**config.mk**
```make
export PLATFORM = sky130hd
export DESIGN_NAME = frame_store
export DESIGN_NICKNAME = d
export VERILOG_FILES = /design/src/rtl/frame_store.sv
export SDC_FILE = /design/constraint.sdc
export NUM_CORES = 1
export LEC_CHECK = 0
export BUFFER_PORTS_ARGS = -buffer_cell sky130_fd_sc_hd__buf_4
export CORE_ASPECT_RATIO = 0.5
export CORE_UTILIZATION = 40
export CTS_BUF_LIST = sky130_fd_sc_hd__clkbuf_8
export DETAILED_ROUTE_END_ITERATION = 8
export GPL_ROUTABILITY_DRIVEN = 0
export PLACE_DENSITY = 0.72
export SLEW_MARGIN = 15
export SYNTH_ARGS = -nofsm -noshare
export SYNTH_HDL_FRONTEND = slang
export SYNTH_SLANG_ARGS = --single-unit
```
**constraint.sdc**
```tcl
create_clock -name clk -period 2.8 [get_ports clk]
set_input_delay 0.28 -clock clk [delete_from_list [all_inputs] [get_ports clk]]
set_output_delay 0.28 -clock clk [all_outputs]
set_load 0.01 [all_outputs]
```
**src/rtl/frame_store.sv**
```systemverilog
// frame_store: AXI4 write master that stores one AXI-Stream frame into memory via INCR bursts.
// Optional macro FRAME_STORE_FIFO_EN adds a BURST_LEN-deep word FIFO so every burst streams back-to-back.
module frame_store #(
  parameter int unsigned DATA_WIDTH  = 32,
  parameter int unsigned ADDR_WIDTH  = 16,
  parameter int unsigned STRB_WIDTH  = DATA_WIDTH / 8,
  parameter int unsigned ID_WIDTH    = 8,
  parameter int unsigned BASE_ADDR   = 0,
  parameter int unsigned FRAME_WORDS = 24,
  parameter int unsigned BURST_LEN   = 16
) (
  input  logic                  clk,
  input  logic                  rst,
  input  logic                  start,
  output logic                  busy,
  output logic                  done,
  output logic                  err,
  input  logic [DATA_WIDTH-1:0] s_axis_tdata,
  input  logic                  s_axis_tvalid,
  input  logic                  s_axis_tlast,
  output logic                  s_axis_tready,
  output logic [ID_WIDTH-1:0]   m_axi_awid,
  output logic [ADDR_WIDTH-1:0] m_axi_awaddr,
  output logic [7:0]            m_axi_awlen,
  output logic [2:0]            m_axi_awsize,
  output logic [1:0]            m_axi_awburst,
  output logic                  m_axi_awlock,
  output logic [3:0]            m_axi_awcache,
  output logic [2:0]            m_axi_awprot,
  output logic                  m_axi_awvalid,
  input  logic                  m_axi_awready,
  output logic [DATA_WIDTH-1:0] m_axi_wdata,
  output logic [STRB_WIDTH-1:0] m_axi_wstrb,
  output logic                  m_axi_wlast,
  output logic                  m_axi_wvalid,
  input  logic                  m_axi_wready,
  input  logic [ID_WIDTH-1:0]   m_axi_bid,
  input  logic [1:0]            m_axi_bresp,
  input  logic                  m_axi_bvalid,
  output logic                  m_axi_bready
);

  localparam int unsigned CNT_MAX = (FRAME_WORDS > BURST_LEN) ? FRAME_WORDS : BURST_LEN;
  localparam int unsigned CNT_W   = $clog2(CNT_MAX + 1);
  localparam int unsigned SIZE    = $clog2(STRB_WIDTH);

  typedef enum logic [2:0] {S_IDLE, S_AW, S_W, S_B, S_DONE} state_t;

  state_t                state, state_nxt;
  logic [ADDR_WIDTH-1:0] addr;
  logic [CNT_W-1:0]      remaining;
  logic [CNT_W-1:0]      word_idx;
  logic [CNT_W-1:0]      beats;
  logic [7:0]            beat;
  logic [7:0]            len;
  logic                  aw_ok;
  logic                  w_src_valid;
  logic [DATA_WIDTH-1:0] w_src_data;
  logic                  in_frame;
  logic                  aw_hs, w_hs, b_hs, s_hs, last_beat;
  logic                  unused_bid;

  assign unused_bid = ^m_axi_bid;

  // Current burst size: full bursts until the frame tail.
  assign beats     = (remaining < CNT_W'(BURST_LEN)) ? remaining : CNT_W'(BURST_LEN);
  assign len       = 8'(beats - CNT_W'(1));
  assign in_frame  = (state == S_AW) || (state == S_W) || (state == S_B);
  assign last_beat = (beat == len);

  assign aw_hs = m_axi_awvalid && m_axi_awready;
  assign w_hs  = m_axi_wvalid && m_axi_wready;
  assign b_hs  = m_axi_bready && m_axi_bvalid;
  assign s_hs  = s_axis_tvalid && s_axis_tready;

  assign m_axi_awid    = '0;
  assign m_axi_awaddr  = addr;
  assign m_axi_awlen   = len;
  assign m_axi_awsize  = 3'(SIZE);
  assign m_axi_awburst = 2'b01;
  assign m_axi_awlock  = 1'b0;
  assign m_axi_awcache = 4'b0011;
  assign m_axi_awprot  = 3'b000;
  assign m_axi_wstrb   = '1;
  assign m_axi_wdata   = w_src_data;
  assign m_axi_wlast   = (state == S_W) && last_beat;

`ifdef FRAME_STORE_FIFO_EN
  localparam int unsigned PTR_W = (BURST_LEN > 1) ? $clog2(BURST_LEN) : 1;
  localparam int unsigned LVL_W = $clog2(BURST_LEN + 1);

  logic [DATA_WIDTH-1:0] fifo_mem [BURST_LEN];
  logic [PTR_W-1:0]      wr_ptr, rd_ptr;
  logic [LVL_W-1:0]      level;
  logic                  fifo_full;

  function automatic logic [PTR_W-1:0] ptr_inc(input logic [PTR_W-1:0] p);
    return (p == PTR_W'(BURST_LEN - 1)) ? '0 : p + PTR_W'(1);
  endfunction

  assign fifo_full   = (level == LVL_W'(BURST_LEN));
  assign aw_ok       = (CNT_W'(level) >= beats);
  assign w_src_valid = (level != '0);
  assign w_src_data  = fifo_mem[rd_ptr];

  always_ff @(posedge clk) begin
    if (s_hs) fifo_mem[wr_ptr] <= s_axis_tdata;
  end

  // Level tracks push/pop; simultaneous push and pop leaves it unchanged.
  always_ff @(posedge clk) begin
    if (rst) begin
      wr_ptr <= '0;
      rd_ptr <= '0;
      level  <= '0;
    end else begin
      if (s_hs) wr_ptr <= ptr_inc(wr_ptr);
      if (w_hs) rd_ptr <= ptr_inc(rd_ptr);
      case ({s_hs, w_hs})
        2'b10:   level <= level + LVL_W'(1);
        2'b01:   level <= level - LVL_W'(1);
        default: level <= level;
      endcase
    end
  end
`else
  assign aw_ok       = 1'b1;
  assign w_src_valid = s_axis_tvalid;
  assign w_src_data  = s_axis_tdata;
`endif

  always_ff @(posedge clk) begin
    if (rst) state <= S_IDLE;
    else     state <= state_nxt;
  end

  always_comb begin
    state_nxt = state;
    unique case (state)
      S_IDLE:  if (start) state_nxt = S_AW;
      S_AW:    if (aw_hs) state_nxt = S_W;
      S_W:     if (w_hs && last_beat) state_nxt = S_B;
      S_B:     if (b_hs) state_nxt = (remaining == beats) ? S_DONE : S_AW;
      S_DONE:  state_nxt = S_IDLE;
      default: state_nxt = S_IDLE;
    endcase
  end

  // Channel handshake decode from the current state.
  always_comb begin
    m_axi_awvalid = 1'b0;
    m_axi_wvalid  = 1'b0;
    m_axi_bready  = 1'b0;
    s_axis_tready = 1'b0;
    if (state == S_AW) m_axi_awvalid = aw_ok;
    if (state == S_W)  m_axi_wvalid  = w_src_valid;
    if (state == S_B)  m_axi_bready  = 1'b1;
`ifdef FRAME_STORE_FIFO_EN
    s_axis_tready = in_frame && !fifo_full && (word_idx != CNT_W'(FRAME_WORDS));
`else
    if (state == S_W)  s_axis_tready = m_axi_wready;
`endif
  end

  always_ff @(posedge clk) begin
    if (rst) begin
      addr      <= '0;
      remaining <= '0;
      word_idx  <= '0;
      beat      <= '0;
      busy      <= 1'b0;
      done      <= 1'b0;
      err       <= 1'b0;
    end else begin
      done <= 1'b0;
      if ((state == S_IDLE) && start) begin
        busy      <= 1'b1;
        err       <= 1'b0;
        addr      <= ADDR_WIDTH'(BASE_ADDR);
        remaining <= CNT_W'(FRAME_WORDS);
        word_idx  <= '0;
      end
      if (aw_hs)     beat <= '0;
      else if (w_hs) beat <= beat + 8'd1;
      // tlast must coincide exactly with the final word of the frame.
      if (s_hs) begin
        word_idx <= word_idx + CNT_W'(1);
        if (s_axis_tlast != (word_idx == CNT_W'(FRAME_WORDS - 1))) err <= 1'b1;
      end
      if (b_hs) begin
        if (m_axi_bresp != 2'b00) err <= 1'b1;
        addr      <= addr + (ADDR_WIDTH'(beats) << SIZE);
        remaining <= remaining - beats;
        if (remaining == beats) begin
          busy <= 1'b0;
          done <= 1'b1;
        end
      end
    end
  end

endmodule
```
==> results.json, run 1 <==
{
  "outcome": "finished clean",
  "dp_slack_ns": 0.5835,
  "hold_violations": 0,
  "max_cap_viol_count": 0,
  "post-cts-setup-buffers": 0,
  "viasPerCell": 5.069,
  "fin_setup_tns_ns": 0,
  "cts_resized": 0,
  "ir_drop_mv": 0.1546,
  "die_width_um": 116.9,
  "grtUsageMet1_pct": 20.58,
  "setup_ws_ns": 0.2571,
  "worst_path_max_delay_cell": "or4_4",
  "synth-edff-count": 0,
  "whs_ns": 0.3168,
  "htreeDepth": 2,
  "rows": 20,
  "hpwl_um": 4263,
  "fillers": 639,
  "firstDrtPassIters": 4,
  "grt.busiest_layer": "met2",
  "grt_pass1_wl_um": 9018,
  "use_met3_pct": 3.885,
  "cpPeakStageDelay_ns": 0.62,
  "area_growth_pct": 4.832,
  "dr.first_iter.drc_count": 165,
  "worstPathCellList": "or4_4 > nor4_2 > o211ai_1 > nor4_1 > buf_4",
  "grt_max_degree": 26,
  "regToRegStartpoint": "remaining[4]",
  "endpoint_kind": "output pin",
  "cp.arrival_ns": 2.26,
  "grt_pass1_vias": 1844,
  "core_area_um2": 6231,
  "ios": 139,
  "antenna_cells": 0,
  "crit_type": "flip-flop to output pin",
  "vias": 2144,
  "drc_errors": 0,
  "critPathMaxFanout": 13,
  "worstMarginPinSlew_ns": 0.5463,
  "clock_sinks": 38,
  "grt-ovfl-total": 0,
  "crit_start": "remaining[0]",
  "cts_tree": "done",
  "wire_per_inst_um": 13.57,
  "clkSlewWorstSetupHoldPaths_ns": 0.07,
  "insertion_delay_ns": 0.29,
  "die_area_um2": 6952,
  "p_per_area_nw_per_um2": 448.5,
  "drv_slew": 0,
  "io_buffer_count": 39,
  "max_slew_margin_pct": 63.34,
  "min-delay-start": "s_axis_tlast",
  "synthArstFlopShare_pct": 0,
  "postRouteAntennaNets": 0,
  "synth_warnings": 0,
  "synthesis.area_um2": 2641,
  "period_needed_ns": 2.543,
  "syn-instance-count": 331,
  "final-setup-viol-count": 0,
  "root_buffer": "clkbuf_8",
  "fin_worst_skew_ns": 0.004879,
  "antenna_found_initial": 0,
  "yosysSeqAreaShare_pct": 28.80,
  "synth_seq_cells": 38,
  "fmax_mhz": 393.2,
  "track_usage_pct": 16.63,
  "worst-endpoint-required_ns": 2.52,
  "layout.cells.non_filler": 423,
  "nNetsFinal": 391,
  "drive_above_1_share_pct": 19.40,
  "leakage_uw": 0.001131,
  "placed_cells": 415,
  "rsz0062_at_grt": "false",
  "grtUsageMet2_pct": 28.91,
  "die_y_um": 59.46,
  "clockBufferDepth": 2,
  "ys.flop_type": "dfxtp_1",
  "place_area_um2": 2678,
  "final_cell_area_um2": 2769,
  "start_util_pct": 42.39,
  "numCtsBuffers": 5,
  "wl_um": 5742,
  "hold_buffers": 0,
  "min_path_type": "input port to flip-flop",
  "syn_area_per_cell_um2": 7.980,
  "cp-start-kind": "flip-flop",
  "fin_crit_sh_pct": 90.82,
  "synth_cell_types": 60
}
worst paths after layout:
path | endpoint | slack (ns) | cells after the start
worst max register to register | m_axi_awaddr[6] | 0.60 | 9
worst min-delay path | err | 0.32 | 4
worst max-delay path | m_axi_wlast | 0.26 | 5
worst min register to register | word_idx[4] | 0.48 | 1
cells by family after synthesis:
group / Yosys count / share of synthesized area [%]
flip-flops: 38 / 28.80
other: 2 / 0.2843
AO/OA/AOI/OAI: 62 / 15.96
buffers and inverters: 82 / 20.42
adder cells (fa/ha/maj): 8 / 3.695
XOR/XNOR: 12 / 3.979
AND/OR/NAND/NOR: 120 / 24.02
multiplexers: 7 / 2.842
critical path, delay by kind of cell, from the launching register on:
family / cells / cell delay [ns]
and+or+nand+nor: 3 / 1.21
DFF: 1 / 0.43
AOI/OAI and AO/OA: 1 / 0.16
buffers and inverters: 1 / 0.18
per-layer routing:
metal  part of all wire (%)  wire length (um)
met1                     44              2545
met2                     48              2748
met3                    6.9               395
met4                   0.92                53
met5                      0                 0
placed cells by master (no fill, tap or decap), types with 6 or more instances in the layout:
| master | instances |
|---|---|
| conb_1 | 28 |
| o21ai_0 | 9 |
| clkbuf_8 | 6 |
| nand3_1 | 9 |
| nor3_1 | 9 |
| nor2_1 | 31 |
| or3_1 | 6 |
| a21oi_1 | 18 |
| inv_1 | 6 |
| xnor2_1 | 7 |
| buf_4 | 46 |
| nand2_1 | 26 |
| ha_1 | 7 |
| dfxtp_1 | 38 |
flip-flops by register name (all words and copies together) (netlist names):
register      count
word_idx          5
m_axi_awaddr     14
remaining         5
busy              1
state             3
err               1
done              1
beat              8
cells in the mapped netlist, types with 4 or more instances:
library cell | number | share of area [%]
and3_1 | 5 | 1.2
o211ai_1 | 4 | 1.1
ha_1 | 7 | 3.3
clkbuf_1 | 12 | 1.7
or3_1 | 6 | 1.4
nor2b_1 | 4 | 0.95
nor3_1 | 9 | 1.7
buf_4 | 61 | 17
xor2_1 | 5 | 1.7
dfxtp_1 | 38 | 29
xnor2_1 | 7 | 2.3
nand2_1 | 26 | 3.7
nand3_1 | 9 | 1.7
nor2_1 | 31 | 4.4
nand4_1 | 4 | 0.95
a21oi_1 | 18 | 3.4
mux2_2 | 4 | 1.7
o21ai_0 | 9 | 1.7
a211oi_1 | 5 | 1.4
and2_1 | 5 | 1.2
inv_1 | 5 | 0.71
final cells by class:
class	instances	area, um2	share of cell area [%]
repair buffers	46	345.3	12.47
clock buffers	6	82.58	2.982
well taps	88	110.1	3.977
inverters	6	22.52	0.8134
multi-input cells	237	1439	51.97
clock inverters	2	8.758	0.3163
flip-flops and latches	38	760.7	27.47
where the power goes:
part	switching, uW	leakage (uW)	internal, uW
clock network	198	0.0000524	195
registers	30.3	0.000307	555
logic	154	0.000772	109
per-stage QoR:
step,total power (uW),util [%]
2_1_floorplan,849.3,-
3_3_place_gp,858.4,42.97
3_5_place_dp,860.8,42.97
4_1_cts,1251,44.44
5_1_grt,1303,44.44
6_report,1242,44.44
(Power assumes the default switching activity.)
==> inputs of run 2 (changes only) <==
CTS_BUF_LIST = sky130_fd_sc_hd__clkbuf_4 sky130_fd_sc_hd__clkbuf_8 sky130_fd_sc_hd__clkbuf_16   (was sky130_fd_sc_hd__clkbuf_8)
==> results.json, run 2 (synthesis results as in run 1) <==
{
  "max_slew_margin_pct": 63.27,
  "worstMarginPinSlew_ns": 0.5473,
  "fmax_mhz": 393.2,
  "rows": 20,
  "drc_errors": 0,
  "cts_tree": "done",
  "track_usage_pct": 16.74,
  "leakage_uw": 0.001156,
  "layout.cells.non_filler": 423,
  "p_total_uw": 1421,
  "die_width_um": 116.9,
  "viasPerCell": 5.104,
  "whs_ns": 0.3291,
  "wl_um": 5755,
  "hpwl_um": 4263,
  "start_util_pct": 42.39,
  "vias": 2159,
  "firstDrtPassIters": 4,
  "htreeDepth": 2,
  "cp.arrival_ns": 2.26,
  "insertion_delay_ns": 0.28,
  "root_buffer": "clkbuf_16",
  "min-delay-start": "s_axis_tlast",
  "drv_slew": 0,
  "area_growth_pct": 7.106,
  "critPathMaxFanout": 13,
  "crit_type": "flip-flop to output pin",
  "max_cap_viol_count": 0,
  "p_per_area_nw_per_um2": 502.2,
  "rsz0062_at_grt": "false",
  "fin_crit_sh_pct": 90.83,
  "worst-endpoint-required_ns": 2.52,
  "clkSlewWorstSetupHoldPaths_ns": 0.05,
  "die_area_um2": 6952,
  "fin_worst_skew_ns": 0.002628,
  "fin_setup_tns_ns": 0,
  "period_needed_ns": 2.543,
  "ir_drop_mv": 0.2124,
  "cp-start-kind": "flip-flop",
  "mostFrequentLayoutCell": "buf_4",
  "clock_sinks": 38,
  "io_buffer_count": 39,
  "hold_violations": 0,
  "core_area_um2": 6231,
  "crit_start": "remaining[0]",
  "final_cell_mix": "buf_4, dfxtp_1, nor2_1",
  "cts_resized": 0,
  "endpoint_kind": "output pin",
  "regToRegStartpoint": "remaining[0]",
  "die_y_um": 59.46,
  "largest_reg_flops": 14,
  "numCtsBuffers": 5,
  "wire_per_inst_um": 13.61,
  "placed_cells": 415,
  "antenna_found_initial": 0,
  "final_util_pct": 45.40,
  "drive_above_1_share_pct": 19.70,
  "antenna_cells": 0,
  "grt_max_degree": 26,
  "clockBufferDepth": 2,
  "min_path_type": "input port to flip-flop",
  "post-cts-setup-buffers": 0,
  "grt-ovfl-total": 0,
  "ios": 139,
  "hold_buffers": 0,
  "grt_pass1_wl_um": 9080,
  "outcome": "finished clean",
  "nNetsFinal": 391,
  "final-setup-viol-count": 0,
  "postRouteAntennaNets": 0,
  "grt_pass1_vias": 1863,
  "dr.first_iter.drc_count": 143
}
[run 2: stage by stage]
stage          worst slack [ns]  area (um2)
3_5_place_dp             0.5835        2678
5_1_grt                  0.1147        2829
3_3_place_gp             0.5917        2678
4_1_cts                  0.2750        2829
6_report                 0.2568        2829
2_1_floorplan            0.5220        2739
[run 2: area by class of cell]
type | instances | area [um2]
inverters | 6 | 22.52
fillers | 627 | 3402
flip-flops and latches | 38 | 760.7
repair buffers | 46 | 345.3
multi-input cells | 237 | 1439
clock buffers | 7 | 146.4
well taps | 88 | 110.1
clock inverters | 1 | 5.005
[run 2: critical path: stages (launching register included)]
cell,delay [ns]
dfxtp_1,0.43
or4_4,0.62
nor4_2,0.28
o211ai_1,0.16
nor4_1,0.32
buf_4,0.18
[run 2: final timing paths]
path                                    end  slack [ns]  cells past startpoint
worst max-delay path            m_axi_wlast        0.26                      5
worst min-delay path                    err        0.33                      4
worst max register to register     state[0]        0.59                      5
worst min register to register  word_idx[4]        0.48                      1
[run 2: report_power, final]
group / internal [uW] / switching (uW)
Sequential: 556 / 30.0
Clock: 362 / 209
Combinational: 109 / 154
Total: 1030 / 393
[run 2: metal layers]
| layer | global-route usage [%] | vias to the layer above | share of wire (%) |
|---|---|---|---|
| li1 | - | 1085 | - |
| met1 | 20.64 | 995 | 44 |
| met2 | 29.42 | 75 | 49 |
| met3 | 3.681 | 4 | 6.6 |
| met4 | 5.425 | 0 | 0.70 |
| met5 | 0 | - | 0 |
==> inputs of run 3 (changes only) <==
PLACE_DENSITY = default   (was 0.72)
PLACE_DENSITY_LB_ADDON = 0.1   (was default)
==> results.json, run 3 (synthesis results as in run 1) <==
{
  "cp.arrival_ns": 2.27,
  "firstDrtPassIters": 4,
  "grt_max_degree": 26,
  "place_area_um2": 2708,
  "fin_worst_skew_ns": 0.006390,
  "mostFrequentLayoutCell": "buf_4",
  "antenna_found_initial": 0,
  "worstMarginPinSlew_ns": 0.5814,
  "fillers": 634,
  "cp-start-kind": "flip-flop",
  "leakage_uw": 0.001176,
  "postRouteAntennaNets": 0,
  "hold_violations": 0,
  "clock_sinks": 38,
  "clockBufferDepth": 2,
  "placed_cells": 419,
  "fin_crit_sh_pct": 91.09,
  "min_path_type": "input port to flip-flop",
  "worst-endpoint-required_ns": 2.52,
  "fmax_mhz": 392.1,
  "io_buffer_count": 39,
  "ir_drop_mv": 0.1876,
  "layout.cells.non_filler": 427,
  "endpoint_kind": "output pin",
  "crit_type": "flip-flop to output pin",
  "post-cts-setup-buffers": 0,
  "rsz0062_at_grt": "false",
  "antenna_cells": 0,
  "pwr-share-comb_pct": 18.8,
  "grt_pass1_vias": 2000,
  "rows": 20,
  "hpwl_um": 4675,
  "die_y_um": 59.46,
  "outcome": "finished clean",
  "wl_um": 6322,
  "start_util_pct": 42.39,
  "track_usage_pct": 18.63,
  "drc_errors": 0,
  "drv_slew": 0,
  "sw_frac_of_total_pct": 28.25,
  "cts_resized": 0,
  "grt-ovfl-total": 0,
  "die_area_um2": 6952,
  "grt_pass1_wl_um": 9929,
  "max_slew_margin_pct": 60.98,
  "final_cell_mix": "buf_4, dfxtp_1, nor2_1",
  "hold_buffers": 0,
  "intPower_uw": 1032,
  "cts_tree": "done",
  "ios": 139,
  "area_growth_pct": 8.242,
  "seqPwrFrac_pct": 40.8,
  "drive_above_1_share_pct": 20.65,
  "vias": 2207,
  "numCtsBuffers": 5,
  "insertion_delay_ns": 0.28,
  "final_cell_area_um2": 2859,
  "p_total_uw": 1438,
  "core_area_um2": 6231,
  "final-setup-viol-count": 0,
  "largest_reg_flops": 14,
  "root_buffer": "clkbuf_16",
  "htreeDepth": 2,
  "wire_per_inst_um": 14.81,
  "viasPerCell": 5.169,
  "fin_setup_tns_ns": 0,
  "p_per_area_nw_per_um2": 502.8,
  "period_needed_ns": 2.551,
  "max_cap_viol_count": 0,
  "clkSlewWorstSetupHoldPaths_ns": 0.06,
  "final_util_pct": 45.88,
  "die_width_um": 116.9,
  "dr.first_iter.drc_count": 104,
  "clkPwrFrac_pct": 40.4,
  "switchingPower_uw": 406.1,
  "nNetsFinal": 395,
  "r2r_setup_slack_ns": 0.63,
  "critPathMaxFanout": 9
}
-- run 3: changes by cell type in the layout (fill, tap and decap cells not counted) --
cell   previous run  this run
buf_4            46        50
-- run 3: layout make-up --
cell class	count	area, um2	share of cell area (%)
clock buffer	7	146.4	5.120
inverter	6	22.52	0.7877
tap	88	110.1	3.851
sequential	38	760.7	26.61
multi-input combinational	237	1439	50.33
clock inverter	1	5.005	0.1751
timing repair buffer	50	375.4	13.13
-- run 3: per-layer routing --
layer / routed length (um) / up-vias / share of wire, % / GRT usage, %
met5: 0 / - / 0 / 0
met4: 53 / 0 / 0.84 / 5.244
met3: 463 / 9 / 7.3 / 5.010
met2: 2833 / 74 / 45 / 31.61
met1: 2972 / 1033 / 47 / 23.54
li1: - / 1091 / - / -
-- run 3: through the flow --
step / worst slack, ns / hold slack (ns)
finish: 0.2494 / 0.3237
global route: 0.1578 / 0.3528
CTS: 0.2334 / 0.3230
detailed placement: 0.5434 / 0.4597
global placement: 0.5620 / 0.4539
floorplan: 0.5220 / 0.4366
-- run 3: worst paths after layout --
| path | cells past startpoint | end | from |
|---|---|---|---|
| setup / recovery | 5 | m_axi_wlast | remaining[2] |
| hold / removal | 3 | err | m_axi_bresp[0] |
| setup reg to reg | 6 | m_axi_awaddr[15] | remaining[4] |
| hold reg to reg | 2 | err | err |
-- run 3: power by group through the flow --
| stage | Sequential (uW) | Clock [uW] | Combinational, uW |
|---|---|---|---|
| global route | 591 | 620 | 299 |
| floorplan | 579 | 0 | 270 |
| finish | 587 | 580 | 271 |
| CTS | 586 | 594 | 272 |
| detailed placement | 598 | 0 | 271 |
| global placement | 597 | 0 | 268 |
-- run 3: worst max-delay path, stage by stage, from the launching register on --
cell      delay (ns)
dfxtp_1         0.38
or4_4           0.55
nor4_2          0.26
o211ai_1        0.16
nor4_1          0.43
buf_4           0.20
